==> src/rtl/cpu_pkg.sv <==
// Shared definitions for the 16-bit pipelined CPU execute slice.
// Contents: ALU opcode and branch-condition encodings, bit positions inside
// the EX/M/WB control bundles, NOP bundle constants, and small decode helpers
// used by ex_slice.
package cpu_pkg;

  typedef enum logic [3:0] {
    OP_ADD  = 4'h0,
    OP_SUB  = 4'h1,
    OP_NAND = 4'h2,
    OP_XOR  = 4'h3,
    OP_SRA  = 4'h5,
    OP_SRL  = 4'h6,
    OP_SLL  = 4'h7,
    OP_LHB  = 4'hA,
    OP_LLB  = 4'hB
  } alu_op_e;

  typedef enum logic [2:0] {
    BC_NE, BC_EQ, BC_GT, BC_LT, BC_GTE, BC_LTE, BC_OVF, BC_UNC
  } bcond_e;

  // EX bundle: {Branch, op15, SPAddr, PCToMem, ALUSrc[1:0], ALUOp[3:0]}
  localparam int EX_W        = 10;
  localparam int EX_BRANCH   = 9;
  localparam int EX_OP15     = 8;
  localparam int EX_SPADDR   = 7;
  localparam int EX_PC2MEM   = 6;
  localparam int EX_ALUSRC   = 4;  // low bit of the 2-bit field
  localparam int EX_ALUOP    = 0;  // low bit of the 4-bit field

  // M bundle: {MemWrite, MemRead}
  localparam int M_W         = 2;
  localparam int M_WRITE     = 1;
  localparam int M_READ      = 0;

  // WB bundle: {dst[3:0], RegWrite, Ret, MemToReg}
  localparam int WB_W        = 7;
  localparam int WB_DST      = 3;  // low bit of the 4-bit field
  localparam int WB_REGWRITE = 2;
  localparam int WB_RET      = 1;
  localparam int WB_MEM2REG  = 0;

  localparam logic [EX_W-1:0] EX_NOP = '0;
  localparam logic [M_W-1:0]  M_NOP  = '0;
  localparam logic [WB_W-1:0] WB_NOP = '0;

  // Which flags an ALU op is allowed to write.
  typedef enum logic [1:0] {FL_ZVN, FL_Z, FL_NONE} flag_cls_e;

  function automatic flag_cls_e flag_cls(input logic [3:0] op);
    case (op)
      OP_NAND, OP_XOR, OP_SRA, OP_SRL, OP_SLL: return FL_Z;
      OP_LHB, OP_LLB:                          return FL_NONE;
      default:                                 return FL_ZVN;  // ADD/SUB and ADD aliases
    endcase
  endfunction

  function automatic logic bcond_met(input logic [2:0] bc, input logic z, v, n);
    case (bc)
      BC_NE:   return !z;
      BC_EQ:   return z;
      BC_GT:   return !z && !n;
      BC_LT:   return n;
      BC_GTE:  return z || !n;
      BC_LTE:  return n || z;
      BC_OVF:  return v;
      default: return 1'b1;
    endcase
  endfunction

endpackage

==> src/rtl/ex_slice_alu16.sv <==
// alu16: purely combinational 16-bit ALU of the execute stage.
// Ports: op_a/op_b operands, alu_op opcode -> result plus z/v/n.
// z and n always describe the wrapped (unsaturated) value; v is only ever
// set by ADD/SUB (and the opcodes that alias to ADD).
// Build option: EX_SAT_ARITH_EN makes overflowing ADD/SUB clamp to the most
// positive/negative value instead of wrapping; v is still reported.
module alu16
  import cpu_pkg::*;
#(
  parameter int DW = 16
) (
  input  logic [DW-1:0] op_a,
  input  logic [DW-1:0] op_b,
  input  logic [3:0]    alu_op,
  output logic [DW-1:0] result,
  output logic          z,
  output logic          v,
  output logic          n
);

  logic          sub, ovf, arith;
  logic [DW-1:0] b_eff, sum, raw;

  always_comb begin
    sub   = (alu_op == OP_SUB);
    b_eff = sub ? ~op_b : op_b;
    sum   = op_a + b_eff + DW'(sub);
    // overflow: both addends share a sign and the sum's sign differs
    ovf   = (op_a[DW-1] == b_eff[DW-1]) && (sum[DW-1] != op_a[DW-1]);
    arith = 1'b0;
    case (alu_op)
      OP_NAND: raw = ~(op_a & op_b);
      OP_XOR:  raw = op_a ^ op_b;
      OP_SRA:  raw = DW'($signed(op_a) >>> op_b[3:0]);
      OP_SRL:  raw = op_a >> op_b[3:0];
      OP_SLL:  raw = op_a << op_b[3:0];
      OP_LHB:  raw = DW'({op_b[7:0], op_a[7:0]});
      OP_LLB:  raw = {op_a[DW-1:8], op_b[7:0]};
      default: begin
        raw   = sum;
        arith = 1'b1;
      end
    endcase
    z      = (raw == '0);
    n      = raw[DW-1];
    v      = arith & ovf;
    result = raw;
`ifdef EX_SAT_ARITH_EN
    // on overflow the true result has the sign of op_a
    if (arith && ovf)
      result = op_a[DW-1] ? {1'b1, {(DW-1){1'b0}}} : {1'b0, {(DW-1){1'b1}}};
`endif
  end

endmodule

==> src/rtl/ex_slice.sv <==
// ex_slice: execute stage of the 5-stage 16-bit CPU.
// Holds the ID/EX register, forwards operands from MEM (fm_*) and WB (fw_*),
// runs alu16, keeps the {Z,V,N} flag register and resolves branches.
// Inputs : clk, rst (sync, active high), bubble, id_* decode bundle,
//          fm_* / fw_* forwarding sources.
// Outputs: alu_out, mem_addr, store_data, M_out, WB_out, branch_taken,
//          branch_target, flags {Z,V,N}.
// Build option: EX_SAT_ARITH_EN (saturating ADD/SUB, see alu16).
module ex_slice
  import cpu_pkg::*;
#(
  parameter int DW = 16,
  parameter int RA = 4
) (
  input  logic            clk,
  input  logic            rst,
  input  logic            bubble,
  input  logic [EX_W-1:0] id_EX,
  input  logic [M_W-1:0]  id_M,
  input  logic [WB_W-1:0] id_WB,
  input  logic [DW-1:0]   id_r0data,
  input  logic [DW-1:0]   id_r1data,
  input  logic [RA-1:0]   id_src0,
  input  logic [RA-1:0]   id_src1,
  input  logic [DW-1:0]   id_imm,
  input  logic [DW-1:0]   id_offset,
  input  logic [DW-1:0]   id_PC_inc,
  input  logic [DW-1:0]   id_PCbranch,
  input  logic [2:0]      id_bcond,
  input  logic            fm_we,
  input  logic [RA-1:0]   fm_addr,
  input  logic [DW-1:0]   fm_data,
  input  logic            fw_we,
  input  logic [RA-1:0]   fw_addr,
  input  logic [DW-1:0]   fw_data,
  output logic [DW-1:0]   alu_out,
  output logic [DW-1:0]   mem_addr,
  output logic [DW-1:0]   store_data,
  output logic [M_W-1:0]  M_out,
  output logic [WB_W-1:0] WB_out,
  output logic            branch_taken,
  output logic [DW-1:0]   branch_target,
  output logic [2:0]      flags
);

  // ID/EX register
  logic [EX_W-1:0] ex_ctl;
  logic [M_W-1:0]  ex_m;
  logic [WB_W-1:0] ex_wb;
  logic [DW-1:0]   ex_r0, ex_r1, ex_imm, ex_pcinc, ex_pcbr;
  logic [7:0]      ex_off8;  // only the low byte of the offset is ever used
  logic [RA-1:0]   ex_s0, ex_s1;
  logic [2:0]      ex_bc;
  logic            flag_z, flag_v, flag_n;

  logic [DW-1:0]   op_a, fwd_b, op_b;
  logic            alu_z, alu_v, alu_n, flag_wr;

  // MEM beats WB; r0 is hard-wired zero so it is never forwarded.
  always_comb begin
    op_a = ex_r0;
    if (ex_s0 != '0 && fm_we && fm_addr == ex_s0)      op_a = fm_data;
    else if (ex_s0 != '0 && fw_we && fw_addr == ex_s0) op_a = fw_data;
    fwd_b = ex_r1;
    if (ex_s1 != '0 && fm_we && fm_addr == ex_s1)      fwd_b = fm_data;
    else if (ex_s1 != '0 && fw_we && fw_addr == ex_s1) fwd_b = fw_data;
    case (ex_ctl[EX_ALUSRC +: 2])
      2'b00:   op_b = fwd_b;
      2'b01:   op_b = ex_imm;
      2'b10:   op_b = {{(DW-8){1'b0}}, ex_off8};
      default: op_b = DW'(1);
    endcase
  end

  alu16 #(.DW(DW)) u_alu (
    .op_a   (op_a),
    .op_b   (op_b),
    .alu_op (ex_ctl[EX_ALUOP +: 4]),
    .result (alu_out),
    .z      (alu_z),
    .v      (alu_v),
    .n      (alu_n)
  );

  // Only plain register-writing ALU ops touch the flags; a bubble has
  // RegWrite=0 so it never does.
  assign flag_wr = !ex_ctl[EX_BRANCH] && !ex_m[M_WRITE] && !ex_m[M_READ] &&
                   ex_wb[WB_REGWRITE];

  always_ff @(posedge clk) begin
    if (rst) begin
      ex_ctl   <= EX_NOP;
      ex_m     <= M_NOP;
      ex_wb    <= WB_NOP;
      ex_r0    <= '0;
      ex_r1    <= '0;
      ex_imm   <= '0;
      ex_off8  <= '0;
      ex_pcinc <= '0;
      ex_pcbr  <= '0;
      ex_s0    <= '0;
      ex_s1    <= '0;
      ex_bc    <= '0;
      flag_z   <= 1'b0;
      flag_v   <= 1'b0;
      flag_n   <= 1'b0;
    end else begin
      ex_ctl   <= bubble ? EX_NOP : id_EX;
      ex_m     <= bubble ? M_NOP  : id_M;
      ex_wb    <= bubble ? WB_NOP : id_WB;
      ex_r0    <= id_r0data;
      ex_r1    <= id_r1data;
      ex_imm   <= id_imm;
      ex_off8  <= id_offset[7:0];
      ex_pcinc <= id_PC_inc;
      ex_pcbr  <= id_PCbranch;
      ex_s0    <= id_src0;
      ex_s1    <= id_src1;
      ex_bc    <= id_bcond;
      if (flag_wr) begin
        case (flag_cls(ex_ctl[EX_ALUOP +: 4]))
          FL_ZVN: begin
            flag_z <= alu_z;
            flag_v <= alu_v;
            flag_n <= alu_n;
          end
          FL_Z:    flag_z <= alu_z;
          default: ;
        endcase
      end
    end
  end

  // Call stores at the old SP (SPAddr=1); Ret addresses SP+1 via the ALU.
  assign mem_addr      = ex_ctl[EX_SPADDR] ? op_a : alu_out;
  assign store_data    = ex_ctl[EX_PC2MEM] ? ex_pcinc : fwd_b;
  assign M_out         = ex_m;
  assign WB_out        = ex_wb;
  assign branch_taken  = ex_ctl[EX_BRANCH] && bcond_met(ex_bc, flag_z, flag_v, flag_n);
  assign branch_target = ex_pcbr;
  assign flags         = {flag_z, flag_v, flag_n};

  // op15 is decoded upstream and the offset high byte is never consumed here.
  logic unused_ok;
  assign unused_ok = ^{ex_ctl[EX_OP15], id_offset[DW-1:8]};

endmodule

==> config.mk <==
export PLATFORM = sky130hd
export DESIGN_NAME = ex_slice
export DESIGN_NICKNAME = d
export VERILOG_FILES = /design/src/rtl/cpu_pkg.sv /design/src/rtl/ex_slice_alu16.sv /design/src/rtl/ex_slice.sv
export SDC_FILE = /design/constraint.sdc
export NUM_CORES = 1
export LEC_CHECK = 0
export ABC_AREA = 1
export CAP_MARGIN = 20
export CORE_UTILIZATION = 50
export CTS_CLUSTER_DIAMETER = 120
export DETAILED_ROUTE_END_ITERATION = 8
export PLACE_DENSITY = 0.83
export SYNTH_ARGS = -nofsm -noshare
export SYNTH_HDL_FRONTEND = slang
export SYNTH_HIERARCHICAL = 1
export SYNTH_SLANG_ARGS = --single-unit
==> constraint.sdc <==
create_clock -name clk -period 15.2 [get_ports clk]
set_clock_uncertainty 0.15 [all_clocks]
set_input_delay 4.56 -clock clk [delete_from_list [all_inputs] [get_ports clk]]
set_output_delay 4.56 -clock clk [all_outputs]
set_load 0.02 [all_outputs]
== After elaboration in Yosys (flattened, before gate mapping) ==
Cells that the tools add are included.
Word-level totals
  register bits after elaboration: 121
  latch bits: 0
  RAM bits: 0
  ROM bits: 0
  bits of input ports: 171
  output and inout port bits: 77
  word-level logic and storage cells: 96
  memories kept: 0
Operators by class
  $add $sub $neg: 2
  multipliers: 0
  div/mod/pow operators: 0
  $lt $le $gt $ge: 0
  equality and inequality tests: 23
  shift-type cells: 3
  multiplexer cells: 14
  bitwise gates (word level): 5
  reduce and logical (&&, ||, !) cells: 34
Operators by type and width (number)
  16-bit 2-to-1 mux: 7
  16-bit one-hot mux with 7 select lines: 1
  16-bit one-hot mux with 3 select lines: 1
  16-bit NOT: 2
  16-bit by 1-bit adder with 16-bit output: 1
  16-bit adder: 1
  16-bit AND: 1
  4-bit equality test: 4
  16-bit zero test: 1
  16-bit by 4-bit << shifter with 16-bit output: 1
  16-bit by 4-bit right shift with 16-bit output: 1
  16-bit by 4-bit >>> shifter with 16-bit output: 1
  16-bit bitwise XOR: 1
  1-bit logical AND: 14
  4-bit by 3-bit equality test with 1-bit output (second input constant): 3
  3-bit equality test (second input constant): 3
  4-bit by 2-bit equality test with 1-bit output (second input constant): 2
  4-bit equality test (second input constant): 2
  4-bit nonzero test: 2
  1-bit one-hot mux with 7 select lines: 1
  7-bit OR reduction: 1
  3-bit by 2-bit equality test with 1-bit output (second input constant): 2
  2-bit OR reduction: 3
  1-bit zero test: 5
  other kinds (15): 20

== Logic depth before layout (Yosys ltp) ==
  word-level depth: 13
  gate-level depth with buffers: 32
  gate-level depth less buffers: 29

== Hierarchy ==
The synthesis kept the hierarchy.
By module, submodules not included
  ex_slice: instances 1, cells an instance 845, area an instance 5569.1 um2, seq. area each 2402.3 um2
  alu16: instances 1, cells an instance 688, area an instance 3435.8 um2, seq. area each 0.0 um2

== Worst setup path before layout ==
OpenSTA, ideal clock, no wires.
  kind: input-to-output
  start: in fm_we
  end: out mem_addr[14]
  arrival: 7573 ps
  required time: 10490 ps
  setup slack: 2917 ps
  stages: 25
  buffers on the path: 3
  cells stage by stage: inv_1 -> a21oi_1 -> nand2_1 -> nor2_2 -> nand2_2 -> buf_2 -> nand3_2 -> nand3_1 -> nand2_1 -> buf_2 -> clkinv_1 -> clkbuf_1 -> xor2_1 -> ha_1 -> a21oi_1 -> nand2_1 -> nand3_1 -> nand2_1 -> nand3_1 -> nand3_1 -> nand2_1 -> nand2_1 -> nand2_1 -> nand2_1 -> nand2_1
On the way
  cells in the longest elaborated chain, start to end: 10
  elaborated cells on any way between the ends: 19
  classes of those cells: 2 x add/sub; 3 x shift; 6 x mux; 4 x bitwise; 4 x reduce/logical
Ends and longest elaborated chain
  from (decl): RTL line ex_slice.sv:30  | input logic fm_we,
  1-bit logical AND (*) (2 in series): RTL line ex_slice.sv:65  | if (ex_s1 != '0 && fm_we && fm_addr == ex_s1) fwd_b = fm_data;
  16-bit 2-to-1 mux (*): RTL line ex_slice.sv:65
  16-bit one-hot mux with 3 select lines (*): RTL line ex_slice.sv:67  | case (ex_ctl[EX_ALUSRC +: 2])
  via op_b[3]: RTL line ex_slice.sv:56  | logic [DW-1:0] op_a, fwd_b, op_b;
  16-bit NOT: RTL line ex_slice_alu16.sv:26  | b_eff = sub ? ~op_b : op_b;
  16-bit 2-to-1 mux: RTL line ex_slice_alu16.sv:26
  16-bit adder: RTL line ex_slice_alu16.sv:27  | sum = op_a + b_eff + DW'(sub);
  16-bit by 1-bit adder with 16-bit output: RTL line ex_slice_alu16.sv:27
  16-bit one-hot mux with 7 select lines (*): RTL line ex_slice_alu16.sv:31  | case (alu_op)
  via alu_out[14]: RTL line ex_slice.sv:36  | output logic [DW-1:0] alu_out,
  16-bit 2-to-1 mux (*): RTL line ex_slice.sv:135  | assign mem_addr = ex_ctl[EX_SPADDR] ? op_a : alu_out;
  to (decl): RTL line ex_slice.sv:37  | output logic [DW-1:0] mem_addr,
The timed path passes the listed nets; every way through them passes the cells marked *.

== Final worst setup path ==
  start: in fw_addr[1]
  end: out mem_addr[12]
On the way
  cells in the longest elaborated chain, start to end: 11
  elaborated cells on any way between the ends: 21
  classes of those cells: 2 x add/sub; 2 x eq/ne; 3 x shift; 8 x mux; 4 x bitwise; 2 x reduce/logical
Ends and longest elaborated chain
  from (decl): RTL line ex_slice.sv:34  | input logic [RA-1:0] fw_addr,
  4-bit equality test (*): RTL line ex_slice.sv:66  | else if (ex_s1 != '0 && fw_we && fw_addr == ex_s1) fwd_b = fw_data;
  1-bit logical AND (*): RTL line ex_slice.sv:66
  16-bit 2-to-1 mux (*): RTL line ex_slice.sv:66
  16-bit 2-to-1 mux (*): RTL line ex_slice.sv:65
  16-bit one-hot mux with 3 select lines (*): RTL line ex_slice.sv:67
  via op_b[0]: RTL line ex_slice.sv:56
  16-bit NOT: RTL line ex_slice_alu16.sv:26
  16-bit 2-to-1 mux: RTL line ex_slice_alu16.sv:26
  16-bit adder: RTL line ex_slice_alu16.sv:27
  16-bit by 1-bit adder with 16-bit output: RTL line ex_slice_alu16.sv:27
  16-bit one-hot mux with 7 select lines (*): RTL line ex_slice_alu16.sv:31
  16-bit 2-to-1 mux (*): RTL line ex_slice.sv:135
Marks and branches as above.

==> impl_metrics.py <==
metrics = {
    "outcome": {
        "status": "completed",
    },
    "sta": {
        "rsz0062_at_grt": "no",
        "slew_viol_final": 0,
        "setup_ws_ns": 1.110,
        "setup_viol": 0,
        "max_freq_mhz": 70.97,
        "fin_crit_sh_pct": 92.69,
        "tightest_slew_ns": 1.053,
        "fin_tns_setup_ns": 0,
        "finalHoldViolCount": 0,
        "slew_headroom_pct": 29.55,
        "period_minus_slack_ns": 14.09,
    },
    "synth": {
        "syn_avg_cell_area_sq_um": 5.874,
        "synth_sequential_area_ratio_pct": 26.68,
        "synth_compound_area_share_pct": 5.989,
        "synth_top_family_by_area": "simple AND/OR/NAND/NOR gates",
        "synthSimpleGateAreaFrac_pct": 47.21,
        "yosys.area.top_type": "dfxtp_1",
        "ys_ff_latch": 120,
        "synth_area_sq_um": 9005,
        "async_reset_ff_share_pct": 0,
        "synth_mux_area_share_pct": 0,
        "syn-num-nets": 1739,
        "synth.distinct_cells": 46,
        "synth_edf_count": 0,
        "synth_ff_type": "dfxtp_1",
        "synth_xor_area_share_pct": 1.945,
        "synth_top_area_share_pct": 26.68,
        "netlist_instances": 1533,
        "yosysWarnings": 6,
        "netlist_top_cells_area": "dfxtp_1 27%, nand2_1 19%, nand3_1 12%",
        "synth-adder-area-share_pct": 4.947,
    },
    "power_and_ir_drop": {
        "clkPwrFrac_pct": 34.9,
        "p_seq_share_pct": 29.0,
        "swShare_pct": 35.12,
        "power.leakage_nw": 6.156,
        "peakVddDrop_mv": 0.09420,
        "p_sw_mw": 0.4129,
        "power_density_nw_per_um2": 97.75,
        "finalPower_mw": 1.176,
        "power_frac_comb_pct": 36.2,
        "p_int_mw": 0.7627,
    },
    "cts": {
        "cts_tree": "done",
        "ctsHoldBuffers": 0,
        "clk_latency_ns": 0.41,
        "clockRootBuffer": "clkbuf_16",
        "cts_made_buffers": 17,
        "post_cts_resized": 0,
        "cts.htree.levels": 4,
        "clk_pin_slew_ns": 0.05,
        "post_cts_buffers": 0,
        "clockBufferDepth": 2,
        "cts.sinks": 120,
    },
    "floorplanning": {
        "io-pin-count": 248,
        "core_area_sq_um": 17420,
        "die-area_sq_um": 18550,
        "row_count": 48,
        "die_w_um": 136.2,
        "start_util_pct": 51.70,
        "die_height_um": 136.2,
    },
    "finish": {
        "final_layout_size_suffix_gt1_share_pct": 5.425,
        "layout_common_cells": "448 x nand2_1, 237 x clkdlybuf4s50_1, 223 x nand3_1",
        "num-nets-final": 1945,
        "final_area_sq_um": 12030,
        "final_common_cell": "nand2_1",
        "syn2layout_area_growth_pct": 33.56,
        "final_util_pct": 69.05,
    },
    "routing": {
        "firstDrtPassIters": 6,
        "vias": 11130,
        "drtIter0Drc": 1269,
        "wl_mm": 36.30,
        "wl_per_cell_um": 18.35,
        "viasPerCell": 5.625,
        "ant_nets": 0,
        "drc": 0,
    },
    "global_routing": {
        "track_usage_pct": 39.34,
        "grt_max_degree": 102,
        "antenna_found_initial": 2,
        "grt_pass1_vias": 10420,
        "globalRouteOverflowTotal": 0,
        "grt_pass1_wl_mm": 54.64,
    },
    "critical_path": {
        "setup.worst_path.end": "mem_addr[12]",
        "crit_path_end_kind": "output pin",
        "path_common_cell": "nand2_1",
        "path_max_fanout": 17,
        "r2r-end": "flag_z",
        "worstPathRequired_ns": 10.49,
        "rrSetupSlack_ns": 10.35,
        "crit_chain": "clkdlybuf4s50_1 > inv_2 > nand2_1 > nand2_1 > nor2_4 > nand3_4 > nand2_1 > nand3_1 > nand3_1 > nand2_1 > buf_4 > nand2_1 > nand2_1 > fa_1 > nand3_1 > nand2_1 > nand3_1 > nand3_1 > nand2_1 > nand3_1 > nand3_1 > nand2_1 > nand2_1 > clkdlybuf4s50_1",
        "crit_path_start_kind": "input pin",
        "slowest_stage": "clkdlybuf4s50_1",
        "crit_type": "in -> out",
        "r2r-start": "ex_s1[3]",
        "crit_start": "fw_addr[1]",
        "critPathArrivalTime_ns": 9.38,
        "ff2ff_path_depth": 28,
        "max_stage_delay_ns": 0.62,
    },
    "placement": {
        "io_buffers": 238,
        "hpwl_mm": 28.16,
        "place_area_sq_um": 11420,
        "place_ws_ns": 1.249,
        "routabilityCongestion": 1.058,
    },
    "flow_run": {
        "maxCapViolCount": 0,
    },
    "hold_path": {
        "hp-class": "reg -> reg",
    },
}
==> worst min path at each step <==
stage,end,from,cells past startpoint
after floorplan,flag_v,flag_v,2
after global placement,flag_v,flag_v,2
after detailed placement,flag_v,flag_v,2
after CTS,flag_v,flag_v,2
after global routing,flag_v,flag_v,2
final,flag_v,flag_v,2
==> synthesized netlist by cell type (all sizes together), types with 16 or more instances <==
cell type and instances:
a21oi 33, inv 228, nand3 236, ha 34, dfxtp 120, nand4 26
and2 16, buf 35, o21ai 38, clkbuf 26, nand2 464, nor2 209
==> flip-flops by register name, indices dropped and copies added (netlist names) <==
signal,flops
ex_off8,8
M_out,2
ex_pcinc,16
WB_out,7
flag_n,1
ex_s0,4
ex_imm,16
ex_bc,3
ex_r0,16
ex_r1,16
ex_s1,4
branch_target,16
flag_z,1
flag_v,1
ex_ctl,9
==> area by class of cell <==
class	instances	area [sq um]
clock buffers	20	456.7
repair buffers	248	2455
fillers	1546	5390
diodes	2	5.005
inverters	231	869.6
flip-flops and latches	120	2402
well taps	225	281.5
multi-input cells	1121	5411
clock inverters	11	145.1
==> logic make-up after synthesis <==
family / count (synthesis)
xor+xnor: 20
flops: 120
compound gates: 95
simple gates: 971
fa+ha+maj: 35
buf+inv: 292
==> per-layer routing <==
metal | share of wire, % | track usage, % | up-vias
li1 | - | - | 5221
met1 | 36 | 43.98 | 5049
met2 | 48 | 67.79 | 697
met3 | 9.7 | 7.830 | 160
met4 | 6.4 | 25.49 | 0
met5 | 0 | 0 | -
==> metrics by stage <==
stage,hold WS (ns),cells
after floorplan,0.3259,1533
after global placement,0.3495,1945
after detailed placement,0.3689,1945
after CTS,0.3814,1976
after global routing,0.4350,1978
final,0.3839,1978
==> critical path, delay by kind of cell <==
family | cells | cell delay, ns
adders and majority gates | 1 | 0.50
and+or+nand+nor | 19 | 2.74
buffers and inverters | 4 | 1.56
==> power groups by stage <==
stage / Combinational, mW / Sequential (mW) / Clock [mW]
after floorplan: 0.235 / 0.347 / 0
after global placement: 0.409 / 0.346 / 0
after detailed placement: 0.413 / 0.347 / 0
after CTS: 0.417 / 0.340 / 0.411
after global routing: 0.454 / 0.342 / 0.426
final: 0.425 / 0.340 / 0.410
No activity file was read; power rests on OpenSTA's default activity.
